### src/rtl/mine_counter_if.sv
// mine_counter_if: controller/board bus of the mine counting scan engine
interface mine_counter_if #(
  parameter int x_coord_bits = 4,
  parameter int y_coord_bits = 4
);
  logic                                start;
  logic                                board_ready;
  logic [x_coord_bits-1:0]             rd_x;
  logic [y_coord_bits-1:0]             rd_y;
  logic [4:0]                          rd_val;
  logic                                wr_en;
  logic [x_coord_bits-1:0]             wr_x;
  logic [y_coord_bits-1:0]             wr_y;
  logic [4:0]                          wr_val;
  logic                                busy;
  logic                                done;
  logic [x_coord_bits+y_coord_bits:0]  safe_cells;
  modport slave (
    input  start, board_ready, rd_val,
    output rd_x, rd_y, wr_en, wr_x, wr_y, wr_val, busy, done, safe_cells
  );
  modport master (
    output start, board_ready, rd_val,
    input  rd_x, rd_y, wr_en, wr_x, wr_y, wr_val, busy, done, safe_cells
  );
endinterface

### src/rtl/mine_counter.sv
// mine_counter: scans the board and writes the neighbour mine count of every safe cell
module mine_counter #(
  parameter int         x_size       = 16,
  parameter int         y_size       = 16,
  parameter int         x_coord_bits = 4,
  parameter int         y_coord_bits = 4,
  parameter logic [4:0] mine_code    = 5'h1F
) (
  input logic           clk,
  input logic           reset,
  mine_counter_if.slave bus
);
  localparam int XB = x_coord_bits;
  localparam int YB = y_coord_bits;
  localparam int SB = XB + YB + 1;
  localparam logic [XB:0]   XLIM  = (XB+1)'(x_size);
  localparam logic [YB:0]   YLIM  = (YB+1)'(y_size);
  localparam logic [XB-1:0] XLAST = XB'(x_size - 1);
  localparam logic [YB-1:0] YLAST = YB'(y_size - 1);
  // 2-bit signed offsets per slot, slot 0 (centre) in the low bits: 11=-1, 00=0, 01=+1
  localparam logic [17:0] DX = 18'b01_00_11_01_11_01_00_11_00;
  localparam logic [17:0] DY = 18'b01_01_01_00_00_11_11_11_00;

  typedef enum logic {IDLE, SCAN} state_t;

  state_t        state_q, state_d;
  logic [3:0]    cyc_q, cyc_d;
  logic [3:0]    cnt_q, cnt_d;
  logic [XB-1:0] cx_q, cx_d, rd_x_q, rd_x_d, wr_x_q, wr_x_d;
  logic [YB-1:0] cy_q, cy_d, rd_y_q, rd_y_d, wr_y_q, wr_y_d;
  logic          is_mine_q, is_mine_d;
  logic          wr_en_q, wr_en_d;
  logic          busy_q, busy_d;
  logic          done_q, done_d;
  logic [4:0]    wr_val_q, wr_val_d;
  logic [SB-1:0] safe_q, safe_d;
  logic          accept, cell_end, last_cell, hit, wr_cyc;

  // Neighbour coordinates carry one extra bit so that -1 and size land out of range
  function automatic logic [XB:0] nbr_x(input int s, input logic [XB-1:0] x);
    logic [1:0] d;
    d = (s >= 1 && s <= 8) ? DX[2*s +: 2] : 2'b00;
    return {1'b0, x} + {{(XB-1){d[1]}}, d};
  endfunction

  function automatic logic [YB:0] nbr_y(input int s, input logic [YB-1:0] y);
    logic [1:0] d;
    d = (s >= 1 && s <= 8) ? DY[2*s +: 2] : 2'b00;
    return {1'b0, y} + {{(YB-1){d[1]}}, d};
  endfunction

  function automatic logic in_bounds(input int s, input logic [XB-1:0] x, input logic [YB-1:0] y);
    return nbr_x(s, x) < XLIM && nbr_y(s, y) < YLIM;
  endfunction

  // Next-state decode: 11-cycle cell schedule, row-major cell walk, registered outputs
  always_comb begin
    accept    = state_q == IDLE && bus.start && bus.board_ready;
    cell_end  = state_q == SCAN && cyc_q == 4'd10;
    last_cell = cx_q == XLAST && cy_q == YLAST;
    wr_cyc    = state_q == SCAN && cyc_q == 4'd9;
    hit       = state_q == SCAN && cyc_q >= 4'd2 && cyc_q <= 4'd9 && bus.rd_val == mine_code &&
                in_bounds(int'(cyc_q) - 1, cx_q, cy_q);
    state_d   = accept ? SCAN : (cell_end && last_cell) ? IDLE : state_q;
    cyc_d     = (accept || cell_end) ? '0 : state_q == SCAN ? cyc_q + 4'd1 : cyc_q;
    cx_d      = accept ? '0 : cell_end ? (cx_q == XLAST ? '0 : cx_q + 1'b1) : cx_q;
    cy_d      = accept ? '0 : (cell_end && cx_q == XLAST) ? (cy_q == YLAST ? '0 : cy_q + 1'b1) : cy_q;
    is_mine_d = (state_q == SCAN && cyc_q == 4'd1) ? bus.rd_val == mine_code : is_mine_q;
    cnt_d     = cyc_q == 4'd1 ? '0 : cnt_q + 4'(hit);
    wr_en_d   = wr_cyc && !is_mine_q;
    wr_x_d    = wr_cyc ? cx_q : wr_x_q;
    wr_y_d    = wr_cyc ? cy_q : wr_y_q;
    wr_val_d  = wr_cyc ? {1'b0, cnt_d} : wr_val_q;
    busy_d    = state_d == SCAN;
    done_d    = cell_end && last_cell;
    safe_d    = accept ? '0 : safe_q + SB'(wr_en_q);
    rd_x_d    = in_bounds(int'(cyc_d), cx_d, cy_d) ? XB'(nbr_x(int'(cyc_d), cx_d)) : cx_d;
    rd_y_d    = in_bounds(int'(cyc_d), cx_d, cy_d) ? YB'(nbr_y(int'(cyc_d), cy_d)) : cy_d;
  end

  // State and output registers; reset abandons any scan in progress
  always_ff @(posedge clk or negedge reset) begin
    if (!reset) begin
      state_q   <= IDLE;
      cyc_q     <= '0;
      cnt_q     <= '0;
      cx_q      <= '0;
      cy_q      <= '0;
      is_mine_q <= 1'b0;
      rd_x_q    <= '0;
      rd_y_q    <= '0;
      wr_en_q   <= 1'b0;
      wr_x_q    <= '0;
      wr_y_q    <= '0;
      wr_val_q  <= '0;
      busy_q    <= 1'b0;
      done_q    <= 1'b0;
      safe_q    <= '0;
    end else begin
      state_q   <= state_d;
      cyc_q     <= cyc_d;
      cnt_q     <= cnt_d;
      cx_q      <= cx_d;
      cy_q      <= cy_d;
      is_mine_q <= is_mine_d;
      rd_x_q    <= rd_x_d;
      rd_y_q    <= rd_y_d;
      wr_en_q   <= wr_en_d;
      wr_x_q    <= wr_x_d;
      wr_y_q    <= wr_y_d;
      wr_val_q  <= wr_val_d;
      busy_q    <= busy_d;
      done_q    <= done_d;
      safe_q    <= safe_d;
    end
  end

  assign bus.rd_x       = rd_x_q;
  assign bus.rd_y       = rd_y_q;
  assign bus.wr_en      = wr_en_q;
  assign bus.wr_x       = wr_x_q;
  assign bus.wr_y       = wr_y_q;
  assign bus.wr_val     = wr_val_q;
  assign bus.busy       = busy_q;
  assign bus.done       = done_q;
  assign bus.safe_cells = safe_q;
endmodule
### src/flat_wrapper.sv
// flat-port wrapper written by rule: the top's interface ports become plain ports
module mine_counter_flat 
#(
  parameter int         x_size       = 16,
  parameter int         y_size       = 16,
  parameter int         x_coord_bits = 4,
  parameter int         y_coord_bits = 4,
  parameter logic [4:0] mine_code    = 5'h1F
)
  (clk, reset, bus_start, bus_board_ready, bus_rd_val, bus_rd_x, bus_rd_y, bus_wr_en, bus_wr_x, bus_wr_y, bus_wr_val, bus_busy, bus_done, bus_safe_cells);
  mine_counter_if #(.x_coord_bits(x_coord_bits), .y_coord_bits(y_coord_bits)) bus_i ();
  input logic clk;
  input logic reset;
  input wire logic [$bits(bus_i.start)-1:0] bus_start;
  input wire logic [$bits(bus_i.board_ready)-1:0] bus_board_ready;
  input wire logic [$bits(bus_i.rd_val)-1:0] bus_rd_val;
  output wire logic [$bits(bus_i.rd_x)-1:0] bus_rd_x;
  output wire logic [$bits(bus_i.rd_y)-1:0] bus_rd_y;
  output wire logic [$bits(bus_i.wr_en)-1:0] bus_wr_en;
  output wire logic [$bits(bus_i.wr_x)-1:0] bus_wr_x;
  output wire logic [$bits(bus_i.wr_y)-1:0] bus_wr_y;
  output wire logic [$bits(bus_i.wr_val)-1:0] bus_wr_val;
  output wire logic [$bits(bus_i.busy)-1:0] bus_busy;
  output wire logic [$bits(bus_i.done)-1:0] bus_done;
  output wire logic [$bits(bus_i.safe_cells)-1:0] bus_safe_cells;
  assign bus_i.start = bus_start;
  assign bus_i.board_ready = bus_board_ready;
  assign bus_i.rd_val = bus_rd_val;
  assign bus_rd_x = bus_i.rd_x;
  assign bus_rd_y = bus_i.rd_y;
  assign bus_wr_en = bus_i.wr_en;
  assign bus_wr_x = bus_i.wr_x;
  assign bus_wr_y = bus_i.wr_y;
  assign bus_wr_val = bus_i.wr_val;
  assign bus_busy = bus_i.busy;
  assign bus_done = bus_i.done;
  assign bus_safe_cells = bus_i.safe_cells;
  mine_counter #(.x_size(x_size), .y_size(y_size), .x_coord_bits(x_coord_bits), .y_coord_bits(y_coord_bits), .mine_code(mine_code)) u_core (.clk(clk), .reset(reset), .bus(bus_i));
endmodule
### config.mk
export PLATFORM = sky130hd
export DESIGN_NAME = mine_counter_flat
export DESIGN_NICKNAME = d
export VERILOG_FILES = /design/src/rtl/mine_counter_if.sv /design/src/rtl/mine_counter.sv /design/src/flat_wrapper.sv
export SDC_FILE = /design/constraint.sdc
export NUM_CORES = 1
export LEC_CHECK = 0
export BUFFER_PORTS_ARGS = -buffer_cell sky130_fd_sc_hd__buf_2
export CELL_PAD_IN_SITES_DETAIL_PLACEMENT = 1
export CELL_PAD_IN_SITES_GLOBAL_PLACEMENT = 1
export CORE_MARGIN = 5
export CORE_UTILIZATION = 41
export CTS_BUF_LIST = sky130_fd_sc_hd__clkbuf_16
export DETAILED_ROUTE_END_ITERATION = 7
export PLACE_DENSITY = 0.86
export SYNTH_ARGS = -nofsm -noshare
export SYNTH_HDL_FRONTEND = slang
export SYNTH_SLANG_ARGS = --single-unit
export TNS_END_PERCENT = 10
### constraint.sdc
create_clock -name clk -period 4 [get_ports clk]
set_input_delay 0.4 -clock clk [delete_from_list [all_inputs] [get_ports clk]]
set_output_delay 0.4 -clock clk [all_outputs]
set_load 0.005 [all_outputs]
# Word-level counts from Yosys, hierarchy flattened
# Cells that the tools add are included.
[totals]
word_cells = 83
inputBits = 9
register_bits = 49
[op_classes]
eq_ne = 6
n_lt_le_gt_ge = 10
reduce_logical = 20
n_mux = 18
n_addsub = 10
bitwise = 1
n_shift = 4
[ops]
columns = ["op", "n"]
rows = [
  ["$shiftx A18 B32 Y2 const A", 2],
  ["$mux W4", 11],
  ["$shiftx A18 B6 Y2 const A", 2],
  ["$ge A32 B2 Y1 const B", 1],
  ["$le A32 B5 Y1 const B", 1],
  ["$add A4 B5 Y5", 4],
  ["$lt A5 B5 Y1 const B", 4],
  ["$logic_and A1 B1 Y1", 17],
  ["$eq A4 B4 Y1 const B", 4],
  ["$add A4 B1 Y4 const B", 3],
  ["$add A9 B1 Y9", 1],
  ["$mux W9", 1],
  ["$le A4 B4 Y1 const B", 2],
  ["$mux W2", 4],
  ["$eq A5 B5 Y1 const B", 1],
  ["$sub A4 B1 Y5 const B", 1],
  ["$add A4 B1 Y4", 1],
  ["$eq A4 B1 Y1 const B", 1],
  ["$ge A4 B1 Y1 const B", 1],
  ["$ge A4 B2 Y1 const B", 1],
  ["$mux W1", 2],
  ["$reduce_bool A2 Y1", 1],
  ["$logic_not A1 Y1", 1],
  ["$logic_or A1 B1 Y1", 1],
  ["$not A1 Y1", 1],
]

# Logic depth before layout (Yosys ltp)
# Gate-level depths: netlist (run 1).
[logic_depth]
word_depth = 12
depth_mapped = 20

# Least setup slack after synthesis (run 1)
# OpenSTA, ideal clock, no wires.
[synth_path]
kind = "reg-to-reg"
start = "register u_core.cyc_q[0]"
end = "register u_core.wr_val_q[1], in the netlist u_core.bus.wr_val[1]"
path_slack_ns = 0.117
t_arrival_ns = 3.759
n_path_buf = 2
required_time_ns = 3.875
setup_time_ns = 0.125
stages_incl_launch_ff = 20
cell_sequence = "dfrtp_1 -> buf_2 -> inv_2 -> ha_1 -> clkbuf_1 -> mux2i_1 -> a22oi_1 -> a2bb2oi_1 -> nor2_1 -> ha_1 -> nand4_1 -> a31oi_1 -> nand3_1 -> a21oi_1 -> o32ai_1 -> and4_1 -> ha_1 -> ha_1 -> and2_1 -> mux2_2"
[synth_between]
elab_chain_len = 10
[synth_rtl]
columns = ["item", "line_no", "rtl"]
rows = [
  ["start: declaration", "mine_counter.sv:27", "logic [3:0] cyc_q, cyc_d;"],
  ["start signal: assignment", "mine_counter.sv:101", "cyc_q <= cyc_d;"],
  ["$sub A4 B1 Y5", "mine_counter.sv:63", "in_bounds(int'(cyc_q) - 1, cx_q, cy_q);"],
  ["$ge A32 B2 Y1 or $le A32 B5 Y1 (tied branches)", "mine_counter.sv:42, mine_counter.sv:48", ""],
  ["$logic_and A1 B1 Y1", "mine_counter.sv:42, mine_counter.sv:48", ""],
  ["$mux W2 (on tied branches)", "mine_counter.sv:42, mine_counter.sv:48", ""],
  ["$add A4 B5 Y5 (on tied branches)", "mine_counter.sv:43, mine_counter.sv:49", ""],
  ["$lt A5 B5 Y1", "mine_counter.sv:53", "return nbr_x(s, x) < XLIM && nbr_y(s, y) < YLIM;"],
  ["$logic_and A1 B1 Y1", "mine_counter.sv:53", ""],
  ["$logic_and A1 B1 Y1", "mine_counter.sv:62", "hit = state_q == SCAN && cyc_q >= 4'd2 && cyc_q <= 4'd9 && bus.rd_val == mine_code &&"],
  ["$add A4 B1 Y4", "mine_counter.sv:69", "cnt_d = cyc_q == 4'd1 ? '0 : cnt_q + 4'(hit);"],
  ["$mux W4 (*)", "mine_counter.sv:69", ""],
  ["net u_core.cnt_d[1]", "mine_counter.sv:28", "logic [3:0] cnt_q, cnt_d;"],
  ["end signal: assignment", "mine_counter.sv:111", "wr_val_q <= wr_val_d;"],
  ["end: declaration", "mine_counter.sv:35", "logic [4:0] wr_val_q, wr_val_d;"],
]
# The timed path passes the listed nets; every way through them passes the cells marked *.
# A chain may end at the register's enable or synchronous reset.

# Worst setup path after layout (run 1)
[layout_path]
start = "register u_core.cyc_q[1]"
end = "register u_core.wr_val_q[1], in the netlist u_core.bus.wr_val[1]"
# Same word-level chain as after synthesis.

==> results.md, run 1 <==
Floorplan:
- From bottom edge to top edge, the die measures between 90 and 100 um.
- The placement row count is 31.
- The total core area is between 7000 and 8000 um^2.
- The die covers roughly 9400 um^2.
- The count of pins on the block boundary is 42.
- The starting utilization of the core area is 0.424.
- In this run the horizontal extent of the chip is just under 100 um.

Layout:
- The repair_antennas step left the layout with diodes totalling 0.
- The share of layout cells above drive strength 1 is 0.295.
- The final layout contains 395 nets.
- The area growth from synthesis to layout is 20.8%.
- The final core utilization is 0.512.
- The library cell used most frequently in the layout, excluding fill and tap cells, is sky130_fd_sc_hd__dfrtp_1.
- The library cells used most frequently in the layout, excluding fill and tap cells, are sky130_fd_sc_hd__dfrtp_1 (47), sky130_fd_sc_hd__buf_2 (40), sky130_fd_sc_hd__nor2_1 (32), sky130_fd_sc_hd__ha_1 (24), sky130_fd_sc_hd__buf_4 (19).
- For this run, the number of standard cells in the final layout without fillers is about 460.

Timing:
- The maximum clock rate is about 260 MHz.
- The number of endpoints with negative hold slack in the final report is 0.
- The number of max-slew violations in the final report is 0.
- Final hold analysis gives a worst-case slack of approximately 0.33 ns.
- The transition time at the pin with the least slew margin is about 1.1 ns.
- Adding up every negative setup slack in the final design gives 0 ns.
- Dividing the final minimum period by the clock period gives 0.970.
- The worst-case headroom to the max-slew limit is 0.258.
- The clock arrives with approximately 0.013 ns of skew.
- Setup repair after global routing could not meet its margin everywhere.
- The minimum period implied by the final worst setup slack is ~3.9 ns.
- The final number of setup-violating endpoints is 0.

Synthesis:
- The post-synthesis sequential element count is 49.
- The number of enable-type register cells in the synthesized netlist is 0.
- The count of different cell masters after synthesis is 58.
- In this run the cell area of the synthesized design comes to around 3100 um^2.
- The main flop type after synthesis is sky130_fd_sc_hd__dfrtp_1.
- For this run, the number of Yosys warnings is 0.
- The share of the Yosys chip area taken by registers is 0.394.
- The average instance in the mapped netlist occupies between 10 and 15 um^2.
- The number of nets handed over by synthesis was between 300 and 400.
- The fraction of registers with async set/reset is 1.00.
- Counting every instance in the synthesized netlist gives 304.

Placed design:
- During placement, the flow inserted port buffers numbering 40.
- The congestion estimate from routability-driven global placement came to ~0.86.
- The sum of net half-perimeters after detailed placement is 5830 um.
- The cell count after placement is around 450.

Worst setup path:
- Counting both buffers and inverters, the worst setup path holds a total of 1.
- The largest single stage delay on the critical path is a little over 0.5 ns.
- The data arrival at the endpoint of the critical path is about 4.1 ns.
- The kind of start point of the critical path is a register.
- The largest individual stage delay along the critical path comes from the cell sky130_fd_sc_hd__dfrtp_2.
- The capturing element type of the critical path is a register.
- Among cell families on the critical path, the largest total delay comes from adder cells.
- Data on the critical path is required at its endpoint by approximately 4.2 ns.
- The type of the worst setup path is reg2reg.
- The signal on the critical path passes through inv_4, ha_4, nand2_1, mux2i_1, a22oi_1, a2bb2oi_2, nor2_1, ha_1, a21o_1, a21o_1, a31oi_1, o32ai_1, and4_1, ha_1, ha_1, and2_1, mux2_2.
- By instance count, the cell type seen most on the critical path is sky130_fd_sc_hd__ha_1.
- The top fanout value on the critical path is 10.

Detailed routing:
- The wire length per cell after detailed routing is about 18 um.
- The wire length reported by the detailed router is between 8000 and 9000 um.
- The count of nets left with antenna violations once routing finished came out at 0.
- The via-per-instance ratio is approximately 5.6.
- In this run, the number of DRC markers left after iteration 0 of detailed routing was 89.
- The detailed router placed 2585 vias in this run.
- The number of remaining DRC errors is 0.
- For this run, the detailed router's first-pass iteration total came to 4.

Clock tree:
- The maximum number of buffers from clock root to sink is 2.
- Clock latency on the worst-skew pair, taken at its later pin, is about 0.30 ns.
- The number of buffers added by the clock tree synthesis step is 5.
- The tree built by TritonCTS fans out to 49 sinks.
- The post-CTS clock slew at the launch and capture registers of the worst setup and hold paths is roughly 0.060 ns.
- The clock tree synthesis step divided the H-tree into 2 levels.
- The number of hold-repair buffers added at the cts stage is 0.
- The root buffer cell chosen for the clock tree is sky130_fd_sc_hd__clkbuf_16.
- TritonCTS built the clock tree.

Global routing:
- The total overflow reported by the global router is 0.
- The overall track demand over capacity in global routing is 0.179.
- The via count of the first global-routing pass is between 2000 and 3000.
- The pin count of the biggest net entering global routing is 50.
- The wire length of the first global-routing pass is about 14000 um.
- The number of antenna violations at the first check in global routing is 0.

Run:
- The reported max-cap violation count is 0.

Outcome:
- The run finished with clean final reports.

Hold path:
- The path class of the lowest-slack min-delay path is in2async.
layout make-up:
| class | count | area, um^2 |
|---|---|---|
| Tap cell | 99 | 124 |
| Clock buffer | 5 | 125 |
| Clock inverter | 3 | 41.3 |
| Sequential cell | 49 | 1230 |
| Inverter | 5 | 21.3 |
| Multi-Input combinational cell | 237 | 1850 |
| Timing Repair Buffer | 60 | 363 |
| Fill cell | 822 | 3570 |
repair_timing:
item / CTS / global route
buffers inserted: 1 / 0
setup endpoints to repair: 15 / 13
endpoints found under the hold margin: 0 / 0
gates resized for setup: 6 / 11
pin swaps: 1 / 2
cell families after synthesis:
kind of cell    count (synthesis)  share of synthesized area
buf+inv                        18                     0.0314
compound gates                 53                      0.115
other cells                     1                    0.00121
mux                            23                     0.0913
flops                          49                      0.394
simple gates                  108                      0.182
xor+xnor                       24                     0.0676
fa+ha+maj                      28                      0.117
metrics by stage:
step | area [um^2] | worst slack [ns]
floorplan | 3110 | 0.117
global placement | 3500 | -0.116
detailed placement | 3500 | -0.284
CTS | 3700 | 0.00595
global route | 3760 | -0.0392
finish | 3760 | 0.121
routing by layer:
metal | share of wire | vias to the layer above | GRT usage
met5 | 0 | - | 0
li1 | - | 1193 | -
met3 | 0.042 | 18 | 0.0380
met4 | 0.018 | 0 | 0.0551
met1 | 0.43 | 1318 | 0.212
met2 | 0.51 | 56 | 0.322
worst reg2reg max path, stage by stage (launching register included):
cell and delay [ns]:
sky130_fd_sc_hd__dfrtp_2 0.51, sky130_fd_sc_hd__inv_4 0.09, sky130_fd_sc_hd__ha_4 0.32, sky130_fd_sc_hd__nand2_1 0.08
sky130_fd_sc_hd__mux2i_1 0.18, sky130_fd_sc_hd__a22oi_1 0.13, sky130_fd_sc_hd__a2bb2oi_2 0.16, sky130_fd_sc_hd__nor2_1 0.24
sky130_fd_sc_hd__ha_1 0.32, sky130_fd_sc_hd__a21o_1 0.20, sky130_fd_sc_hd__a21o_1 0.19, sky130_fd_sc_hd__a31oi_1 0.16
sky130_fd_sc_hd__o32ai_1 0.10, sky130_fd_sc_hd__and4_1 0.22, sky130_fd_sc_hd__ha_1 0.20, sky130_fd_sc_hd__ha_1 0.27
sky130_fd_sc_hd__and2_1 0.15, sky130_fd_sc_hd__mux2_2 0.26
state kept, by name, indices dropped and copies added, names as in the netlist:
register / cells
u_core.cnt_q: 4
u_core.bus.wr_en: 1
u_core.bus.wr_val: 4
u_core.bus.wr_y: 4
u_core.bus.busy: 1
u_core.cyc_q: 4
u_core.bus.wr_x: 4
u_core.cy_q: 4
u_core.is_mine_q: 1
u_core.bus.rd_x: 4
u_core.cx_q: 4
u_core.bus.done: 1
u_core.bus.rd_y: 4
u_core.bus.safe_cells: 9
path summary, 6_finish.rpt:
kind	cells after the start	slack, ns	start	to
max	17	0.12	u_core.cyc_q[1]	u_core.bus.wr_val[1]
min	1	0.33	reset	u_core.bus.safe_cells[6]
max reg2reg	17	0.12	u_core.cyc_q[1]	u_core.bus.wr_val[1]
min reg2reg	1	0.45	u_core.is_mine_q	u_core.bus.wr_en
max in group asynchronous	1	2.91	reset	u_core.cyc_q[1]
min in group clk	1	0.45	u_core.is_mine_q	u_core.bus.wr_en
synthesized netlist by cell type, types with 4 or more instances:
cell type / n / share of area
sky130_fd_sc_hd__nor2_1: 34 / 0.041
sky130_fd_sc_hd__mux2_2: 11 / 0.040
sky130_fd_sc_hd__nor3_1: 10 / 0.016
sky130_fd_sc_hd__nand3_1: 8 / 0.013
sky130_fd_sc_hd__dfrtp_1: 49 / 0.39
sky130_fd_sc_hd__a31oi_1: 4 / 0.0080
sky130_fd_sc_hd__o21ai_0: 7 / 0.011
sky130_fd_sc_hd__nand2b_1: 4 / 0.0080
sky130_fd_sc_hd__nand2_1: 18 / 0.022
sky130_fd_sc_hd__xnor2_1: 11 / 0.031
sky130_fd_sc_hd__a21oi_1: 15 / 0.024
sky130_fd_sc_hd__a21o_1: 6 / 0.014
sky130_fd_sc_hd__mux2_4: 8 / 0.039
sky130_fd_sc_hd__nand4_1: 5 / 0.010
sky130_fd_sc_hd__clkbuf_1: 5 / 0.0060
sky130_fd_sc_hd__xor2_1: 13 / 0.037
sky130_fd_sc_hd__ha_1: 26 / 0.10
sky130_fd_sc_hd__nor2b_1: 6 / 0.012
sky130_fd_sc_hd__mux2i_1: 4 / 0.013
Power of run 1 is left out: the tool's default activity adds up to more than one toggle a clock period on the data nets, which glitch-free logic cannot reach.
==> run 2: changes to the inputs <==
--- a/config.mk
+++ b/config.mk
@@ -5,11 +5,12 @@
 export SDC_FILE = /design/constraint.sdc
 export NUM_CORES = 1
 export LEC_CHECK = 0
+export ABC_AREA = 1
 export BUFFER_PORTS_ARGS = -buffer_cell sky130_fd_sc_hd__buf_2
 export CELL_PAD_IN_SITES_DETAIL_PLACEMENT = 1
 export CELL_PAD_IN_SITES_GLOBAL_PLACEMENT = 1
 export CORE_MARGIN = 5
-export CORE_UTILIZATION = 41
+export CORE_UTILIZATION = 39
 export CTS_BUF_LIST = sky130_fd_sc_hd__clkbuf_16
 export DETAILED_ROUTE_END_ITERATION = 7
 export PLACE_DENSITY = 0.86
==> run 2 against run 1 <==
  * Die area increased by 1.5%
  * Sequential share of layout area grew 2.2 points
  * Register-to-register slack better by 0.29 ns
  * Area after synthesis is 3.3% lower
  * Largest cell class unchanged
  * Highest routed layer unchanged
==> results.md, run 2 <==
Outcome:
- The run finished with clean final reports.

Timing:
- Counting I/O delays and the setup requirement, the final critical path takes ~3.6 ns.
- The worst pin sits at a relative slew slack of 0.508.
- The fraction of the cycle the final worst path needs is 0.896.
- The number of max-slew violations in the final report is 0.
- The post-route clock skew is roughly 0.0076 ns.
- The tightest hold path in the finished design has a slack of ~0.21 ns.
- The final number of setup-violating endpoints is 0.
- For this run, the top clock speed supported by timing is approximately 280 MHz.
- For the pin with the worst max-slew slack, the measured transition is ~0.73 ns.
- The number of endpoints with negative hold slack in the final report is 0.
- In the final timing run, aggregate negative setup slack is 0 ns.

Worst setup path:
- On the critical path the largest part of the delay comes from simple AND/OR/NAND/NOR gates.
- The largest single stage delay on the critical path is approximately 0.44 ns.
- The register-to-register setup slack is between 0.4 and 0.5 ns.
- The depth of the worst register-to-register path is 28.
- The top fanout value on the critical path is 8.
- The capturing element type of the critical path is a register.
- The required time at the endpoint of the critical path is 4.23 ns.
- The kind of start point of the critical path is a register.
- At the worst endpoint, the arrival time is approximately 3.8 ns.
- The type of the worst setup path is reg2reg.
- The buffering stage count on the worst path with inverters included is 4.
- The reg-to-reg critical path endpoint is u_core.bus.wr_val[2].
- On the critical path, the stage with the largest delay is an instance of sky130_fd_sc_hd__dfrtp_2.
- The cell that appears most often on the critical path is sky130_fd_sc_hd__nand2_1.
- The startpoint identified for the worst register-to-register timing path is u_core.cyc_q[0].

Placed design:
- Counting tap cells, the placed design contains a total of ~510 instances.
- Routability-driven placement finished with a final weighted congestion of between 0.9 and 1.
- The placed instances occupy a cell area of 3330 um^2.
- The number of input and output port buffers inserted is 40.
- After legalization and detailed placement, the total HPWL measured 5780 um.

Synthesis:
- The main flop type after synthesis is sky130_fd_sc_hd__dfrtp_1.
- The fraction of registers with async set/reset is 1.00.
- The warning count from the yosys run is 0.
- Synthesis inferred 49 register bits.
- For this run, the register share of the synthesized area comes to 0.407.
- In this run, synthesis inferred 0 flip-flops with an integrated enable.
- The share of synthesized cell area in and, or, nand and nor gates is 0.281.
- The xor-xnor portion of the synthesized cell area is 0.0345.
- Of the post-synthesis cell area, the dominant cell type holds 0.407.
- The largest family of logic cells by synthesized area is simple AND/OR/NAND/NOR gates.
- The leading cell type by number of instances after synthesis is sky130_fd_sc_hd__nand2_1.
- By count the netlist is led by sky130_fd_sc_hd__nand2_1 (90), sky130_fd_sc_hd__dfrtp_1 (49), sky130_fd_sc_hd__inv_1 (46).
- Synthesis produced 369 cells.
- The synthesized net count is slightly above 400.
- Ranked by total cell area, the synthesized netlist is headed by sky130_fd_sc_hd__dfrtp_1 (41%), sky130_fd_sc_hd__nand2_1 (11%), sky130_fd_sc_hd__ha_1 (11%).
- The area fraction in compound gates after synthesis came to 0.0790.
- Dividing the synthesized area by the synthesized cell count gives 8.15 um^2.
- The cell type with the largest total area after synthesis is sky130_fd_sc_hd__dfrtp_1.
- The post-synthesis share of cell area spent on full adders, half adders and majority gates is 0.121.
- After synthesis, the share of cell area in mux cells is 0.
- In this run the cell area of the synthesized design comes to about 3000 um^2.
- The number of different library cells used by synthesis comes to 33.

Layout:
- Relative to the synthesized area, the layout overhead comes to 17.0%.
- The share of layout cells above drive strength 1 is 0.197.
- The register with the most flip-flops in the layout has 9 of them.
- The number of diodes added for antenna fixing is 0.
- The filler-free cell count of the finished design is 519.
- In the layout the commonest cells are sky130_fd_sc_hd__nand2_1 (90), sky130_fd_sc_hd__dfrtp_1 (47), sky130_fd_sc_hd__inv_1 (45), sky130_fd_sc_hd__buf_2 (40), sky130_fd_sc_hd__nor2_1 (33).
- The cell area after layout is about 3500 um^2.
- The net count of the finished layout is around 450.
- The most frequent standard cell in the layout excluding fill and tap cells is sky130_fd_sc_hd__nand2_1.

Run:
- Across the run, the number of max-cap violations was 0.

Clock tree:
- TritonCTS built the clock tree.
- The number of clock buffers added by TritonCTS is 5.
- The post-CTS clock slew at the launch and capture registers of the worst setup and hold paths is 0.07 ns.
- In this run, post-CTS hold repair placed 0 buffers.
- The maximum number of buffers from clock root to sink is 2.
- The number of levels in the clock H-tree is 2.
- The clock root buffer master is sky130_fd_sc_hd__clkbuf_16.
- The clock sink count is 49.
- The clock network latency to the later pin of the worst-skew pair is a little under 0.3 ns.

Floorplan:
- The die is a little under 100 um tall.
- The floorplan has 32 rows.
- The full die area is roughly 9600 um^2.
- Pin placement for this block handled between 40 and 50 I/O pins.
- The initial utilization of the core area, before any placement, comes to 0.396.
- The floorplan step defined a core boundary enclosing approximately 7600 um^2.
- The die span in x is just under 100 um.

Hold path:
- The tightest min-delay check is of the in2async type.

Pwr:
- The share of total power dissipated in sequential elements is 0.495.
- The combinational share of power is 0.029.
- The worst vdd rail ir drop is between 0.15 and 0.2 mV.
- The internal power consumption is a little over 800 uW.
- Of the total power, the share spent switching nets is 0.208.
- The part of the total power dissipated in the clock network is 0.476.
- For this design the static power due to leakage is ~1.9 nW.
- In this run the power density over the cells is 290 nW/um^2.
- In this run the power spent charging and discharging nets is about 210 uW.

Detailed routing:
- Dividing the detail-routed via count by the number of cells gives roughly 4.9.
- The number of search-and-repair iterations in the first detailed-routing pass is 4.
- The routed design has 7600 um of wire.
- The post-detailed-route count of antenna-violating nets is 0.
- Detailed routing inserted a total of 2564 vias.
- Dividing the detail-routed wire length by the instance count gives between 10 and 15 um.
- The number of violations reported at the end of detailed-routing iteration 0 is between 100 and 150.
- In the routed design, unresolved DRC markers number 0.

Global routing:
- The via count of the first global-routing pass is 2852.
- The total overflow reported by the global router is 0.
- The pin count of the biggest net entering global routing is 50.
- The number of antenna violations at the first check in global routing came to 0.
- The wire length of the first global-routing pass is between 10000 and 15000 um.
- Across every metal layer, demand over resource in global routing totals 0.166.
[run 2: worst register-to-register path: cells and delay by family, from the launching register on]
family / cells / cell delay [ns]
buffers and inverters: 4 / 0.35
and+or+nand+nor: 20 / 1.88
DFF: 1 / 0.44
adders and majority gates: 4 / 0.84
[run 2: kinds of logic (layout without fill, tap and decap cells)]
family	count (synthesis)	in the layout
compound gates	43	43
xor+xnor	11	11
fa+ha+maj	28	28
buf+inv	57	105
flops	49	49
other cells	1	1
simple gates	180	180
[run 2: how the worst max path moves through the flow]
stage,depth (start not counted),startpoint,end
after floorplan,29,u_core.cyc_q[0],u_core.bus.wr_val[2]
after global placement,29,u_core.cyc_q[0],u_core.bus.wr_val[2]
after detailed placement,28,u_core.cyc_q[0],u_core.bus.wr_val[2]
after CTS,29,u_core.cyc_q[0],u_core.bus.wr_val[2]
after global routing,28,u_core.cyc_q[0],u_core.bus.wr_val[2]
final,28,u_core.cyc_q[0],u_core.bus.wr_val[2]
[run 2: power by group through the flow]
| stage | sequential (mW) | combinational (mW) | clock (mW) |
|---|---|---|---|
| final | 0.505 | 0.0291 | 0.486 |
| after global routing | 0.506 | 0.0345 | 0.516 |
| after CTS | 0.505 | 0.0307 | 0.497 |
| after detailed placement | 0.515 | 0.0308 | 0 |
| after global placement | 0.514 | 0.0287 | 0 |
| after floorplan | 0.515 | 0.00783 | 0 |
[run 2: layout make-up]
class	count	area (um^2)
tap	102	128
clock inverter	3	43.8
fill	963	4090
timing repair buffer	44	230
clock buffer	5	125
inverter	53	201
multi-input combinational	263	1570
sequential	49	1230
[run 2: what timing repair did]
action	4_1_cts	5_1_grt
endpoints found under the setup margin	0	6
setup buffers	0	2
resized for setup	0	6
[run 2: through the flow]
stage	setup slack, ns	utilization	total power, mW
3_5_place_dp	0.298	0.437	0.545
6_report	0.416	0.463	1.02
4_1_cts	0.136	0.459	1.03
2_1_floorplan	0.860	-	0.523
3_3_place_gp	0.506	0.437	0.543
5_1_grt	-0.00348	0.463	1.06
[run 2: routing by layer]
metal / GRT usage / share of wire / vias up
met5: 0 / 0 / -
li1: - / - / 1276
met1: 0.207 / 0.45 / 1253
met3: 0.0236 / 0.026 / 4
met4: 0.0373 / 0.0089 / 0
met2: 0.301 / 0.51 / 31
Power figures use the tool's default switching activity.
==> run 3: changes to the inputs <==
--- a/config.mk
+++ b/config.mk
@@ -10,10 +10,10 @@
 export CELL_PAD_IN_SITES_DETAIL_PLACEMENT = 1
 export CELL_PAD_IN_SITES_GLOBAL_PLACEMENT = 1
 export CORE_MARGIN = 5
-export CORE_UTILIZATION = 39
+export CORE_UTILIZATION = 45
 export CTS_BUF_LIST = sky130_fd_sc_hd__clkbuf_16
 export DETAILED_ROUTE_END_ITERATION = 7
-export PLACE_DENSITY = 0.86
+export PLACE_DENSITY = 0.92
 export SYNTH_ARGS = -nofsm -noshare
 export SYNTH_HDL_FRONTEND = slang
 export SYNTH_SLANG_ARGS = --single-unit
==> constraint.sdc (replaced) <==
create_clock -name clk -period 4.5 [get_ports clk]
set_input_delay 0.45 -clock clk [delete_from_list [all_inputs] [get_ports clk]]
set_output_delay 0.45 -clock clk [all_outputs]
set_load 0.005 [all_outputs]
==> run 3 against run 2 <==
  * Largest cell class unchanged
  * Non-clock buffer count down 4
  * Critical path depth unchanged
  * First-iteration DRC count down 38%
  * Global-route usage up 3.2 points
  * Critical path type unchanged
==> results.md, run 3 (synthesis gave the netlist of run 2 again) <==
Outcome:
- The flow ran to the end, and the final reports show no timing, DRC or antenna violations.

Timing:
- For the pin with the worst max-slew slack, the measured transition is roughly 1.1 ns.
- The number of max-slew violations in the final report is 0.
- Setup repair after global routing left no endpoint under its margin.
- Setup violations remaining at the end of the flow were counted as 0.
- The fraction of the cycle the final worst path needs is 0.846.
- Derived from the worst setup path, the maximum achievable clock frequency is approximately 260 MHz.
- Between clock sinks in the finished design, the worst skew comes to 0.00533 ns.
- The worst-case headroom to the max-slew limit is 0.287.
- The number of endpoints with negative hold slack in the final report is 0.
- The worst path in the final design needs a cycle of between 3 and 4 ns, including I/O delays and setup.
- The final setup TNS is 0 ns.

Detailed routing:
- The wire length per cell after detailed routing is approximately 16 um.
- Before antenna repair, the detailed router went through 4 iterations.
- The first routing iteration left 76 violations.
- The post-detailed-route count of antenna-violating nets is 0.
- The number of vias after detailed routing is ~2600.
- The final layout contains routed wiring with a total length of 7870 um.
- The via-per-instance ratio is around 5.3.
- In the routed design, unresolved DRC markers number 0.

Floorplan:
- The full die area is around 8400 um^2.
- The die is roughly 90 um tall.
- The initial utilization of the core area, before any placement, comes to 0.469.
- Row generation in the floorplan step produced 29 rows.
- The die span in x is about 92 um.
- The floorplan step defined a core boundary enclosing between 6000 and 7000 um^2.
- In this run the count of I/O pins placed on the die edge is 42.

Worst setup path:
- The top fanout value on the critical path is 8.
- The highest cell delay on the worst timing path is 0.46 ns.
- The data arrival at the endpoint of the critical path is 4.04 ns.
- STA classifies the critical path startpoint as a register.
- STA classifies the critical path endpoint as a register.
- The critical path in this run is classified as reg2reg.
- Data on the critical path is required at its endpoint by around 4.7 ns.
- The most numerous cell type found on the critical path is sky130_fd_sc_hd__nand2_1.
- The highest-delay cell along the critical path is sky130_fd_sc_hd__dfrtp_1.

Clock tree:
- For this design, the CTS-stage hold fixing added 0 buffers.
- The buffers inserted during post-CTS setup optimization is 0.
- The clock network latency to the later pin of the worst-skew pair is slightly below 0.3 ns.
- Counting along the longest clock path gives a buffer depth of 2.
- CTS built an H-tree with a depth of 2.
- The clock root buffer master is sky130_fd_sc_hd__clkbuf_16.
- TritonCTS built the clock tree.
- Counting every sink on the clock net gives 49.
- Post-CTS repair changed the size of 0 cells.
- The number of buffers added by the clock tree synthesis step is 5.
- After clock tree synthesis, the clock-pin slew on the worst setup and hold paths is ~0.070 ns.

Global routing:
- The total overflow reported by the global router is 0.
- The number of antenna violations at the first check in global routing is 0.
- In the global route stage, overall resource usage came out at 0.197.
- The via count of the first global-routing pass is 2780.
- The pin count of the biggest net entering global routing is 50.
- The wire length of the first global-routing pass is about 13000 um.

Layout:
- The flip-flop count of the largest register, all copies and words added is 9.
- The library cell used most frequently in the layout, excluding fill and tap cells, is sky130_fd_sc_hd__nand2_1.
- At the end of the flow the core is filled with cells to 0.533.
- The number of inserted filler cells in the final layout is between 800 and 900.
- The number of diodes added for antenna fixing is 0.
- The net count of the finished layout is between 400 and 500.
- The area growth from synthesis to layout is 13.7%.
- In the final layout, the share of cells above drive strength 1 is 0.174.
- The library cells used most frequently in the layout, excluding fill and tap cells, are sky130_fd_sc_hd__nand2_1 (90), sky130_fd_sc_hd__dfrtp_1 (49), sky130_fd_sc_hd__inv_1 (46), sky130_fd_sc_hd__buf_2 (40), sky130_fd_sc_hd__nor2_1 (33).

Placed design:
- The number of input and output port buffers inserted is 40.
- The sum of net half-perimeters after detailed placement is around 5900 um.
- The weighted congestion reported at the end of routability-driven placement is between 0.8 and 0.9.

Pwr:
- VDD sags by at most around 0.16 mV.
- The overall power consumption is roughly 840 uW.
- The total power per unit cell area is 246 nW/um^2.
- Summed over all cells, the static leakage comes to roughly 1.9 nW.

Run:
- The reported max-cap violation count is 0.

Hold path:
- The path class of the lowest-slack min-delay path is in2async.
[run 3: metrics by stage]
| step | hold slack, ns | cell area [um^2] | setup WS, ns | instances |
|---|---|---|---|---|
| 4_1_cts | 0.398 | 3420 | 0.696 | 490 |
| 3_3_place_gp | 0.450 | 3280 | 1.01 | 482 |
| 2_1_floorplan | 0.154 | 3010 | 1.36 | 369 |
| 3_5_place_dp | 0.455 | 3280 | 0.770 | 482 |
| 6_report | 0.350 | 3420 | 0.692 | 490 |
| 5_1_grt | 0.444 | 3420 | 0.261 | 490 |
[run 3: layer usage]
layer	track usage	vias to the layer above	routed length, um
met5	0	-	0
met4	0.0891	0	255
met3	0.0368	21	275
met2	0.355	50	3990
met1	0.227	1261	3350
li1	-	1262	-
[run 3: worst paths after layout]
| kind | cells past startpoint | startpoint | slack [ns] | endpoint |
|---|---|---|---|---|
| setup / recovery | 28 | u_core.cyc_q[0] | 0.69 | u_core.bus.wr_val[2] |
| hold / removal | 1 | reset | 0.35 | u_core.cnt_q[2] |
| setup reg to reg | 28 | u_core.cyc_q[0] | 0.69 | u_core.bus.wr_val[2] |
| hold reg to reg | 2 | u_core.bus.wr_y[2] | 0.47 | u_core.bus.wr_y[2] |
| max in group asynchronous | 1 | reset | 3.49 | u_core.bus.rd_x[2] |
| min in group clk | 2 | u_core.bus.wr_y[2] | 0.47 | u_core.bus.wr_y[2] |
[run 3: layout make-up]
cell class	instances	area, um^2	area share
flip-flops and latches	49	1230	0.358
inverters	53	199	0.0581
clock inverters	3	17.5	0.00512
multi-input cells	263	1560	0.455
repair buffers	40	200	0.0585
clock buffers	5	125	0.0366
well taps	77	96.3	0.0282
[run 3: power by group]
group	internal, mW	switching [mW]
logic	0.00864	0.0161
clock network	0.204	0.165
registers	0.446	0.00339
[run 3: critical path: cells and delay by family, from the launching register on]
family	cells	cell delay, ns
adder cells (fa/ha/maj)	4	0.88
flip-flops	1	0.46
buffers and inverters	4	0.51
AND/OR/NAND/NOR	20	1.90
